### config.mk
export PLATFORM = sky130hd
export DESIGN_NAME = clk_div_bank
export DESIGN_NICKNAME = d
export VERILOG_FILES = /design/src/rtl/clk_div_pkg.sv /design/src/rtl/clk_div_chan.sv /design/src/rtl/clk_div_bank.sv
export SDC_FILE = /design/constraint.sdc
export NUM_CORES = 1
export LEC_CHECK = 0
export CAP_MARGIN = 0
export CORE_ASPECT_RATIO = 2
export CORE_MARGIN = 2
export CORE_UTILIZATION = 33
export DETAILED_ROUTE_END_ITERATION = 12
export GPL_ROUTABILITY_DRIVEN = 0
export PLACE_DENSITY = 0.48
export SLEW_MARGIN = 5
export SYNTH_ARGS = -nofsm -noshare
export SYNTH_HDL_FRONTEND = slang
export SYNTH_SLANG_ARGS = --single-unit
### constraint.sdc
create_clock -name clk -period 3.4 [get_ports clk]
set_input_delay 0.51 -clock clk [delete_from_list [all_inputs] [get_ports clk]]
set_output_delay 0.51 -clock clk [all_outputs]
set_load 0.005 [all_outputs]
### src/rtl/clk_div_pkg.sv
// Shared constants and helpers for the multi-channel clock divider bank.
package clk_div_pkg;

   localparam logic        MODE_TOGGLE   = 1'b0;
   localparam logic        MODE_PULSE    = 1'b1;
   localparam int unsigned DEFAULT_WIDTH = 32;

   // Width of a channel index; never less than one bit so a single-channel bank still has a port.
   function automatic int unsigned ch_idx_width(input int unsigned channels);
      if (channels <= 2) begin
         return 1;
      end
      return $clog2(channels);
   endfunction

endpackage

### src/rtl/clk_div_chan.sv
// One divider channel: counter, shadow divisor/mode, pending flag and terminal-count commit.
module clk_div_chan
   import clk_div_pkg::*;
#(
   parameter int unsigned WIDTH       = DEFAULT_WIDTH,
   parameter int unsigned DEFAULT_DIV = 50_000_000
) (
   input  logic             clk,
   input  logic             rst_n,
   input  logic             en,
   input  logic             wr_en,
   input  logic [WIDTH-1:0] wr_div,
   input  logic             wr_mode,
   output logic             pending,
   output logic             tick,
   output logic             clk_out
);

   localparam logic [WIDTH-1:0] RST_DIV = WIDTH'(DEFAULT_DIV);

   logic [WIDTH-1:0] cnt_q, cnt_d;
   logic [WIDTH-1:0] div_q, div_d;
   logic [WIDTH-1:0] sdiv_q, sdiv_d;
   logic             mode_q, mode_d;
   logic             smode_q, smode_d;
   logic             pend_q, pend_d;
   logic             tick_q, tick_d;
   logic             clk_out_q, clk_out_d;

   logic stalled;
   logic tc;
   logic commit;

   assign stalled = !en || (div_q == '0);
   assign tc      = !stalled && (cnt_q == div_q - WIDTH'(1));
   // An idle channel has no terminal count to wait for, so it takes the update straight away.
   assign commit  = pend_q && (tc || stalled);

   always_comb begin
      cnt_d     = cnt_q;
      div_d     = div_q;
      sdiv_d    = sdiv_q;
      mode_d    = mode_q;
      smode_d   = smode_q;
      pend_d    = pend_q;
      tick_d    = 1'b0;
      clk_out_d = clk_out_q;

      if (stalled) begin
         cnt_d     = '0;
         clk_out_d = 1'b0;
      end else if (tc) begin
         cnt_d     = '0;
         tick_d    = 1'b1;
         clk_out_d = (mode_q == MODE_TOGGLE) ? !clk_out_q : 1'b1;
      end else begin
         cnt_d     = cnt_q + WIDTH'(1);
         clk_out_d = (mode_q == MODE_TOGGLE) ? clk_out_q : 1'b0;
      end

      if (commit) begin
         div_d  = sdiv_q;
         mode_d = smode_q;
         pend_d = 1'b0;
         if ((mode_q == MODE_TOGGLE) && (smode_q == MODE_PULSE)) begin
            clk_out_d = 1'b0;
         end
      end

      // A write on the TC edge lands in the shadow only; commit above used the old pending flag.
      if (wr_en) begin
         sdiv_d  = wr_div;
         smode_d = wr_mode;
         pend_d  = 1'b1;
      end
   end

   always_ff @(posedge clk or negedge rst_n) begin
      if (!rst_n) begin
         cnt_q     <= '0;
         div_q     <= RST_DIV;
         sdiv_q    <= RST_DIV;
         mode_q    <= MODE_TOGGLE;
         smode_q   <= MODE_TOGGLE;
         pend_q    <= 1'b0;
         tick_q    <= 1'b0;
         clk_out_q <= 1'b0;
      end else begin
         cnt_q     <= cnt_d;
         div_q     <= div_d;
         sdiv_q    <= sdiv_d;
         mode_q    <= mode_d;
         smode_q   <= smode_d;
         pend_q    <= pend_d;
         tick_q    <= tick_d;
         clk_out_q <= clk_out_d;
      end
   end

   assign pending = pend_q;
   assign tick    = tick_q;
   assign clk_out = clk_out_q;

endmodule

### src/rtl/clk_div_bank.sv
// Bank of independent programmable dividers sharing one valid/ready configuration port.
module clk_div_bank
   import clk_div_pkg::*;
#(
   parameter  int unsigned WIDTH       = DEFAULT_WIDTH,
   parameter  int unsigned CHANNELS    = 4,
   parameter  int unsigned DEFAULT_DIV = 50_000_000,
   localparam int unsigned CW          = ch_idx_width(CHANNELS)
) (
   input  logic                clk,
   input  logic                rst_n,
   input  logic [CHANNELS-1:0] en,
   output logic [CHANNELS-1:0] clk_out,
   output logic [CHANNELS-1:0] tick,
   input  logic                cfg_valid,
   output logic                cfg_ready,
   input  logic [CW-1:0]       cfg_ch,
   input  logic [WIDTH-1:0]    cfg_div,
   input  logic                cfg_mode
);

   logic [CHANNELS-1:0] pending;
   logic [CHANNELS-1:0] wr_sel;

   // Out-of-range channel numbers match nothing, so they are accepted and dropped.
   always_comb begin
      cfg_ready = 1'b1;
      for (int i = 0; i < int'(CHANNELS); i++) begin
         if (cfg_ch == CW'(i)) begin
            cfg_ready = !pending[i];
         end
      end
   end

   for (genvar gi = 0; gi < int'(CHANNELS); gi++) begin : g_chan
      assign wr_sel[gi] = cfg_valid && cfg_ready && (cfg_ch == CW'(gi));

      clk_div_chan #(
         .WIDTH       (WIDTH),
         .DEFAULT_DIV (DEFAULT_DIV)
      ) u_chan (
         .clk     (clk),
         .rst_n   (rst_n),
         .en      (en[gi]),
         .wr_en   (wr_sel[gi]),
         .wr_div  (cfg_div),
         .wr_mode (cfg_mode),
         .pending (pending[gi]),
         .tick    (tick[gi]),
         .clk_out (clk_out[gi])
      );
   end

endmodule
==> summary.md <==
The layer flagged by global routing as most heavily used is met2. The via count was 15947; the antenna violation net count after detailed routing was 0. The least setup slack across all paths after layout came out at -85.81 ps. The startpoint identified for the worst register-to-register timing path is g_chan[1].u_chan.div_q[12]. The initial core utilization is 33.31%, and the starting DRC count in detailed routing is 706. Adding up every negative setup slack in the final design gives -6315 ps.

The startpoint identified for the worst hold timing path is g_chan[1].u_chan.sdiv_q[31]. The sum of net half-perimeters after detailed placement came out at 45810 um. Worst min-delay path class: flip-flop to flip-flop. In the global route stage, met3 resource usage came out at 1.652%. The minimum clock period after layout is 3486 ps, and the Yosys warning count is 0. The flip-flop cell with the highest count after synthesis was dfrtp_1. The run gives 42.17% as the final core utilization.

In the routed layout, each cell is associated on average with a via count of 5.066. Of the available clock period, the critical path in the final layout requires 102.5%. The number of clock sinks seen by CTS was 404. Among all cell types in the netlist, the one instantiated most often is dfrtp_1. In this run the tool buffered the top-level ports with 50 buffer cells. Worst clock skew: 21.55 ps.

From bottom edge to top edge, the die measures 367.8 um. The fmax was 0.2869 GHz. Each instance of the synthesized netlist takes up on average 10.94 um2. Summing every instance area after synthesis gives 21840 um2. The run gives 3850 ps as the data required time at the worst endpoint. The final reports fail on negative setup slack. The first global-routing pass estimated 95790 um of wire. TritonCTS built the clock tree. For the sequential cell area fraction in the yosys report, the log shows 46.84%.

STA classifies the critical path endpoint as a flip-flop. The clock passes through at most 3 buffers. For this run the aggregate overflow at the end of global routing stands at 0. The average wire length per cell after detail routing is 19.99 um, and the number of different library cells in the post-synthesis netlist is 91. Number of max-slew violations in the final report: 0. The run gives 0 as the final hold violation count.

CTS root buffer: clkbuf_16. The beginning of the critical path is g_chan[1].u_chan.div_q[12]. The total of endpoints with negative setup slack in the final report was 126; the number of antenna violations at the first check in global routing was 1.

The flow ran to the end, but the final reports show violations. The floorplan die area came out at 68390 um2. The post-synth net total was 2050. The region available for standard cell placement spans 65570 um2. The top cell type by total area after synthesis is dfrtp_1. Summed over all cells, the static leakage comes to 11.43 nW. The synthesis-to-finish area growth is 26.60%. The tools report the post-layout net count as 2295.

After synthesis the netlist holds a flip-flop and latch count of 404. The die is 185.9 um wide. On the final layout, the worst hold slack is 491.0 ps. The top cell type by area accounts for 35.29% of the synthesized area.

Setup repair after global routing could not meet its margin everywhere. Entering global routing, the biggest net connects 83 pins. The logs give 16472 for the number of global-route vias before repair and 34.32% for the met2 track demand over resource. Clock transition at the registers of the reported paths: 70 ps. VDD sags by at most 0.0003206 V. After detailed routing, the number of remaining DRC violations is 0.

Power density over the cells: 704.1 nW/um2. By area the synthesized netlist is led by dfrtp_1 (35%), dfstp_2 (12%), mux2_2 (9.1%). The peak fanout along the critical path came out at 10.

The later-pin clock latency in the skew report was 570 ps. The logs give 1996 for the count of mapped cells out of synthesis and 3940 ps for the worst path arrival time. For the length of the first detailed-routing pass in iterations, the log shows 5. The worst setup path is launched from a flip-flop.

The logs give 2 for the number of H-tree levels and 18.25% for the global routing usage summed across all routing layers. The relative slew slack was 50.05%; the number of enable flip-flop cells after synthesis was 0. The minimum setup slack after placement was -277.9 ps; the TritonCTS buffer count was 40. The run gives 0 as the number of antenna diodes. The critical path class is flip-flop to flip-flop. The tools report the met1 routing resource usage after global routing as 20.12%. The count of boundary I/O pins came out at 51. The slew at the pin with the worst max-slew slack is 749.3 ps. After synthesis, the most frequently instantiated cells are dfrtp_1 (308), nor2_1 (229), mux2_2 (177). For the total length of routed wires, the log shows 62910 um. The initialized floorplan defines 133 standard-cell rows. Max-cap violations in this run came to 0.

Of the cells placed in the final design, the portion with a size suffix greater than 1 is 35.49%. The share of async-settable or async-resettable flops after synthesis is 100.0%.
## kinds of logic (layout without fill, tap and decap cells)
family | count (synthesis) | in the layout | share of synthesized area (%)
buffers and inverters | 124 | 399 | 2.750
xor gates and xnor gates | 276 | 276 | 11.07
and+or+nand+nor | 739 | 739 | 17.74
DFF | 404 | 404 | 46.84
muxes | 281 | 281 | 15.50
adders and majority gates | 12 | 12 | 0.6874
AOI/OAI and AO/OA | 160 | 160 | 5.430
## metrics by stage
step	instances	power, W	instance area [um2]
2_1_floorplan	1996	0.01129	21970
3_3_place_gp	3040	0.01386	24870
3_5_place_dp	3040	0.01399	24870
4_1_cts	3126	0.01902	26570
5_1_grt	3148	0.02057	27650
6_report	3148	0.01947	27650
## timing repair
item,CTS,global route
hold buffers,1,0
endpoints found under the hold margin,22,0
pin swaps,4,57
setup endpoints to repair,166,196
gates cloned,4,9
resized for setup,39,188
buffers inserted,9,14
## flip-flops by register name, summed over array words and instances (netlist names)
signal and count:
g_chan.u_chan.cnt_q 128, g_chan.u_chan.div_q 128, g_chan.u_chan.sdiv_q 128, g_chan.u_chan.clk_out 4, g_chan.u_chan.mode_q 4, g_chan.u_chan.pending 4, g_chan.u_chan.smode_q 4, g_chan.u_chan.tick 4
## final timing paths
check	endpoint	slack [ps]	depth (start not counted)
max	g_chan[1].u_chan.div_q[0]	-90	9
min	g_chan[1].u_chan.div_q[31]	490	1
max reg2reg	g_chan[1].u_chan.div_q[0]	-90	9
min reg2reg	g_chan[1].u_chan.div_q[31]	490	1
max in group asynchronous	g_chan[0].u_chan.cnt_q[29]	1930	3
min in group asynchronous	g_chan[3].u_chan.div_q[4]	550	2
## layout by cell type (no fill, tap or decap), types with 10 or more instances in the layout
cell	synthesis	final
a21oi_1	27	26
and3_1	34	33
and4_1	13	13
buf_12	0	16
buf_4	11	201
buf_6	10	14
clkbuf_1	52	10
clkbuf_16	0	51
clkdlybuf4s50_1	0	49
dfrtp_1	308	305
dfstp_2	96	96
ha_1	12	10
inv_1	33	27
mux2_2	177	142
mux2_4	60	125
mux2i_1	13	13
nand2_1	96	95
nand2b_1	12	12
nand3_1	82	79
nand4_1	43	43
nor2_1	229	193
nor2_4	0	32
nor2b_1	16	16
nor3_1	54	50
nor4_1	56	42
o211ai_1	10	10
o21ai_0	26	22
or3_1	15	14
or4_1	21	10
or4_4	0	11
xnor2_1	132	128
xor2_1	144	144
## critical path, cell delays in order, from the launching register on
cell	delay, ps
dfstp_2	370
or4_4	600
or4_4	620
a2111oi_4	330
nand4_1	200
a2111oi_2	320
and4bb_4	310
o21ai_4	130
buf_12	180
mux2_4	290
## layout make-up
type                            count  area, um2
Fill cell                        6315      37910
Multi-Input combinational cell   1468      12020
Sequential cell                   404      10230
Timing Repair Buffer              294       2813
Clock buffer                       58       1182
Tap cell                          877       1097
Clock inverter                     14      186.4
Inverter                           33      123.9
## power breakdown
group / switching (W) / leakage (nW) / internal (W)
sequential: 0.00133 / 4.96 / 0.00627
clock: 0.00201 / 0.668 / 0.00274
combinational: 0.00323 / 5.81 / 0.00389
## routing by layer
layer / up-vias / part of all wire [%]
li1: 7588 / -
met1: 8002 / 38
met2: 228 / 55
met3: 129 / 2.0
met4: 0 / 4.9
met5: - / 0
(Power assumes the default switching activity.)
